--- config.mk ---
export PLATFORM = sky130hd
export DESIGN_NAME = led_scan_driver
export DESIGN_NICKNAME = d
export VERILOG_FILES = /design/src/rtl/led_scan_driver.sv
export SDC_FILE = /design/constraint.sdc
export NUM_CORES = 1
export LEC_CHECK = 0
export CAP_MARGIN = 20
export CORE_UTILIZATION = 60
export CTS_BUF_LIST = sky130_fd_sc_hd__clkbuf_8
export DETAILED_ROUTE_END_ITERATION = 6
export PLACE_DENSITY = 0.85
export SLEW_MARGIN = 30
export SYNTH_ARGS = -nofsm -noshare
export SYNTH_HDL_FRONTEND = slang
export SYNTH_SLANG_ARGS = --single-unit
--- constraint.sdc ---
create_clock -name sysclk -period 8 [get_ports sysclk]
set_clock_uncertainty 0.1 [all_clocks]
set_input_delay 1.6 -clock sysclk [delete_from_list [all_inputs] [get_ports sysclk]]
set_output_delay 1.6 -clock sysclk [all_outputs]
set_load 0.05 [all_outputs]
--- src/rtl/led_scan_driver.sv ---
// Four-digit multiplexed seven-segment scan driver running on sysclk.
// ledclk is sampled as data; new values are swapped in only at the frame wrap.
module led_scan_driver #(
  parameter logic BLANK_LEADING  = 1'b1,
  parameter logic AN_ACTIVE_LOW  = 1'b1,
  parameter logic SEG_ACTIVE_LOW = 1'b1
) (
  input  logic        sysclk,
  input  logic        reset,
  input  logic        ledclk,
  input  logic [15:0] value_in,
  input  logic [3:0]  dp_in,
  input  logic        load,
  output logic        pending,
  output logic [3:0]  an,
  output logic [6:0]  seg,
  output logic        dp,
  output logic        frame_done
);

  logic        r_s1, r_s2, r_s3;
  logic [1:0]  r_idx;
  logic [15:0] r_dispVal, r_holdVal;
  logic [3:0]  r_dispDp, r_holdDp;
  logic        r_pending, r_frameDone;
  logic [3:0]  r_an;
  logic [6:0]  r_seg;
  logic        r_dp;

  logic        w_tick, w_wrap;
  logic [1:0]  w_idxNext;
  logic [15:0] w_dispValNext, w_holdValNext;
  logic [3:0]  w_dispDpNext, w_holdDpNext;
  logic        w_pendingNext;
  logic [3:0]  w_nibble;
  logic        w_blank;
  logic [6:0]  w_segOn;
  logic [3:0]  w_anOn;
  logic        w_dpOn;

  assign w_tick    = r_s2 & ~r_s3;
  assign w_wrap    = w_tick & (r_idx == 2'd3);
  assign w_idxNext = w_tick ? r_idx + 2'd1 : r_idx;

  // A load coinciding with the wrap bypasses the holding registers entirely.
  always_comb begin
    w_dispValNext = r_dispVal;
    w_dispDpNext  = r_dispDp;
    w_holdValNext = r_holdVal;
    w_holdDpNext  = r_holdDp;
    w_pendingNext = r_pending;
    if (w_wrap && load) begin
      w_dispValNext = value_in;
      w_dispDpNext  = dp_in;
      w_pendingNext = 1'b0;
    end else if (w_wrap && r_pending) begin
      w_dispValNext = r_holdVal;
      w_dispDpNext  = r_holdDp;
      w_pendingNext = 1'b0;
    end else if (load) begin
      w_holdValNext = value_in;
      w_holdDpNext  = dp_in;
      w_pendingNext = 1'b1;
    end
  end

  always_comb begin
    w_nibble = 4'h0;
    w_blank  = 1'b0;
    case (w_idxNext)
      2'd0: w_nibble = w_dispValNext[3:0];
      2'd1: begin
        w_nibble = w_dispValNext[7:4];
        w_blank  = BLANK_LEADING && (w_dispValNext[15:4] == 12'h000);
      end
      2'd2: begin
        w_nibble = w_dispValNext[11:8];
        w_blank  = BLANK_LEADING && (w_dispValNext[15:8] == 8'h00);
      end
      default: begin
        w_nibble = w_dispValNext[15:12];
        w_blank  = BLANK_LEADING && (w_dispValNext[15:12] == 4'h0);
      end
    endcase
  end

  always_comb begin
    w_segOn = 7'h00;
    case (w_nibble)
      4'h0: w_segOn = 7'h3F;
      4'h1: w_segOn = 7'h06;
      4'h2: w_segOn = 7'h5B;
      4'h3: w_segOn = 7'h4F;
      4'h4: w_segOn = 7'h66;
      4'h5: w_segOn = 7'h6D;
      4'h6: w_segOn = 7'h7D;
      4'h7: w_segOn = 7'h07;
      4'h8: w_segOn = 7'h7F;
      4'h9: w_segOn = 7'h6F;
      4'hA: w_segOn = 7'h77;
      4'hB: w_segOn = 7'h7C;
      4'hC: w_segOn = 7'h39;
      4'hD: w_segOn = 7'h5E;
      4'hE: w_segOn = 7'h79;
      default: w_segOn = 7'h71;
    endcase
    if (w_blank) w_segOn = 7'h00;
  end

  assign w_anOn = w_blank ? 4'b0000 : (4'b0001 << w_idxNext);
  assign w_dpOn = ~w_blank & w_dispDpNext[w_idxNext];

  always_ff @(posedge sysclk or negedge reset) begin
    if (!reset) begin
      r_s1        <= 1'b0;
      r_s2        <= 1'b0;
      r_s3        <= 1'b0;
      r_idx       <= 2'd0;
      r_dispVal   <= 16'h0000;
      r_dispDp    <= 4'h0;
      r_holdVal   <= 16'h0000;
      r_holdDp    <= 4'h0;
      r_pending   <= 1'b0;
      r_frameDone <= 1'b0;
      r_an        <= {4{AN_ACTIVE_LOW}};
      r_seg       <= {7{SEG_ACTIVE_LOW}};
      r_dp        <= SEG_ACTIVE_LOW;
    end else begin
      r_s1        <= ledclk;
      r_s2        <= r_s1;
      r_s3        <= r_s2;
      r_idx       <= w_idxNext;
      r_dispVal   <= w_dispValNext;
      r_dispDp    <= w_dispDpNext;
      r_holdVal   <= w_holdValNext;
      r_holdDp    <= w_holdDpNext;
      r_pending   <= w_pendingNext;
      r_frameDone <= w_wrap;
      // Display outputs only move on a scan tick, so they stay dark until the first one.
      if (w_tick) begin
        r_an  <= AN_ACTIVE_LOW  ? ~w_anOn  : w_anOn;
        r_seg <= SEG_ACTIVE_LOW ? ~w_segOn : w_segOn;
        r_dp  <= SEG_ACTIVE_LOW ? ~w_dpOn  : w_dpOn;
      end
    end
  end

  assign pending    = r_pending;
  assign an         = r_an;
  assign seg        = r_seg;
  assign dp         = r_dp;
  assign frame_done = r_frameDone;

endmodule
==> summary.txt <==
STA
  – Post-route minimum period: 4710 ps
  – Period utilization: 0.589
  – Final setup margin: 3290 ps
  – Final slew viol count: 0
  – Least-Margin Pin Slew: 742 ps
  – Hold Violations, Final: 0
  – Final setup fails: 0
  – Unrepaired setup endpoints after global routing: false
  – Final setup TNS: 0 ps
  – Worst slew margin: 0.504
  – Fmax achieved: 212 MHz

Route
  – Top routing layer in use: met4
  – Routed vias/inst: 6.34
  – DR iter-0 viols: 297
  – Via count: 2289
  – ANT nets after route: 0
  – Met3 WL: 407 um
  – Drt drc: 0
  – DRT Pass-1 Iters: 6
  – Total length of routed wires: 6560 um
  – Met1 WL: 2880 um
  – WL met2: 3100 um
  – Wire length per cell: 18.2 um

Clock network
  – CTS buffer count: 9
  – Number of setup buffers added after CTS: 0
  – Clk pin slew, worst setup/hold paths: 60 ps
  – Clock Tree Buf Depth: 2
  – Clock Sinks: 59
  – TritonCTS clock tree: done
  – Worst-Skew Late Latency: 340 ps
  – Max H-tree Level: 3
  – Post-CTS Hold Fix Bufs: 0
  – Root Driver: clkbuf_8
  – PostCTS Resize Cnt: 0

Finish
  – Footprint of the multi-input gates: 0.00141 mm2
  – Nets: 320
  – FILL cells: 314
  – N_diodes: 0
  – Layout cell share with drive strength beyond 1: 0.228
  – Commonest non-fill, non-tap cells in the layout: dfrtp_1, clkdlybuf4s50_1, mux2_2
  – Most common cell after layout, fill and taps aside: dfrtp_1
  – FF/Latch Area: 0.00149 mm2
  – Area Overhead vs Synth: 19.0%

Power and ir drop
  – Switching part of the total power: 0.430
  – Max rail drop VDD: 0.234 mV
  – Sequential share of power: 0.316
  – P per Cell Area: 439 mW/mm2
  – P_sw: 0.675 mW
  – Comb power frac: 0.533
  – Internal power: 0.895 mW
  – Clock power share: 0.150
  – Leak pwr: 1.47 nW

Critical path
  – Worst-path cell chain: clkdlybuf4s50_1 -> nand2b_1 -> o32ai_1 -> nor4_2 -> nor4_4 -> nor2_1 -> a22o_1 -> o32a_1
  – Setup Crit Path Kind: primary input to register
  – Crit-path max FO: 21
  – Crit-path max cell delay: 800 ps
  – Crit path capture type: register
  – Slowest cell on crit path: clkdlybuf4s50_1
  – WP buf/inv: 1
  – Setup crit start kind: primary input
  – CP required: 8170 ps
  – Data arrival, critical path: 4880 ps
  – CP top delay family: simple AND/OR/NAND/NOR gates

Placement
  – # port buffers: 37
  – Final GP Congestion: 0.918
  – DP HPWL: 4370 um
  – Post-placement setup slack: 2720 ps

Floorplanning
  – Starting Density: 0.628
  – Die Y: 72.8 um
  – Die ar.: 0.00530 mm2
  – Die W: 72.8 um
  – Num ports: 38
  – Std-Cell Rows: 25
  – Core area: 0.00479 mm2

Synth
  – Mapped Cells: 254
  – Synth unique cells: 52
  – Cell Area, Synth: 0.00301 mm2
  – Mapped Nets: 285
  – Yosys warnings: 0
  – Avg Cell Area, Syn: 11.8 um2
  – Synth area leaders: dfrtp_1, dfstp_2, mux2_2
  – Sequential share of the synthesized area: 0.496
  – Seq cells post-synth: 59
  – Synth top area share: 0.391
  – Synth area leader: dfrtp_1

GRT
  – First-pass GRT wire length: 10900 um
  – Pin count of the biggest net entering global routing: 60
  – Initial antenna violation count: 0
  – Gr usage total: 0.282
  – Number of global-route vias before repair: 2218
  – Total grt overflow: 0

Worst hold path
  – Hold Path Class: register to register

Job
  – Max-cap violations: 0

Status
  – Status: complete, no violations
-- final cells by class --
cell class                 count  share of cell area
inverter                       8             0.00909
tap                           67              0.0234
timing repair buffer          39               0.107
clock inverter                 5             0.00594
clock buffer                  11              0.0423
sequential                    59               0.417
multi-input combinational    172               0.395
-- cell usage after synthesis (all sizes together) --
cell type	number
dfrtp	47
mux2	20
nand3	14
nand2	13
nor2	13
dfstp	12
nor4	12
nor2b	9
buf	8
inv	8
clkbuf	7
ha	7
o22ai	7
o32ai	7
a22oi	6
a31oi	6
a32oi	6
mux2i	6
o21ai	6
o32a	6
a22o	5
o22a	4
and3	3
a21oi	2
mux4	2
nand3b	2
nor3b	2
o211ai	2
or2	2
a21boi	1
a41oi	1
and2b	1
and4b	1
nand2b	1
nand4b	1
nor3	1
o211a	1
o31ai	1
xnor2	1
-- per-stage QoR --
stage	utilization	instance area, um2	cells	total power [mW]	hold WS (ps)
3_5_place_dp	0.705	3370	344	1.31	237
6_report	0.748	3580	361	1.57	259
4_1_cts	0.741	3550	360	1.55	264
5_1_grt	0.748	3580	361	1.67	264
2_1_floorplan	-	3010	254	1.12	231
3_3_place_gp	0.705	3370	344	1.29	234
-- layer usage --
layer,global-route usage,up-vias
met5,0,-
met4,0.163,0
met3,0.0746,15
met2,0.424,98
met1,0.371,1128
li1,-,1048
-- worst register-to-register path: cells and delay by family (launching register included) --
kind / cells / cell delay [ps]
AO/OA/AOI/OAI: 4 / 1040
buffers and inverters: 3 / 790
adder cells (fa/ha/maj): 2 / 560
flip-flops: 1 / 520
AND/OR/NAND/NOR: 1 / 380
multiplexers: 1 / 370
-- worst paths after layout --
kind	start	endpoint	slack (ps)	depth (start not counted)
max	load	seg[1]	3290	8
min	r_s1	r_s2	260	0
max reg2reg	r_idx[0]	seg[1]	4180	11
min reg2reg	r_s1	r_s2	260	0
max in group asynchronous	reset	r_holdDp[0]	6040	2
min in group asynchronous	reset	r_dispVal[11]	1300	2
-- cells by family (layout without fill, tap and decap cells) --
family / Yosys count / count (layout) / share of synthesized area
adders and majority gates: 7 / 7 / 0.0291
and+or+nand+nor: 75 / 75 / 0.146
AOI/OAI and AO/OA: 61 / 61 / 0.165
xor gates and xnor gates: 1 / 1 / 0.00915
muxes: 28 / 28 / 0.114
DFF: 59 / 59 / 0.496
buffers and inverters: 23 / 63 / 0.0408
-- sequential cells by signal, summed over array words and instances, names as in the netlist --
name and flops:
r_dispVal 16, r_holdVal 16, seg 7, an 4, r_dispDp 4, r_holdDp 4
r_idx 2, dp 1, frame_done 1, pending 1, r_s1 1, r_s2 1
r_s3 1
-- power by group through the flow --
| stage | combinational [mW] | clock [mW] | sequential (mW) |
|---|---|---|---|
| floorplan | 0.527 | 0 | 0.593 |
| global placement | 0.792 | 0 | 0.495 |
| detailed placement | 0.812 | 0 | 0.498 |
| CTS | 0.815 | 0.241 | 0.494 |
| global route | 0.908 | 0.253 | 0.509 |
| finish | 0.838 | 0.236 | 0.497 |
Power figures use the tool's default switching activity.
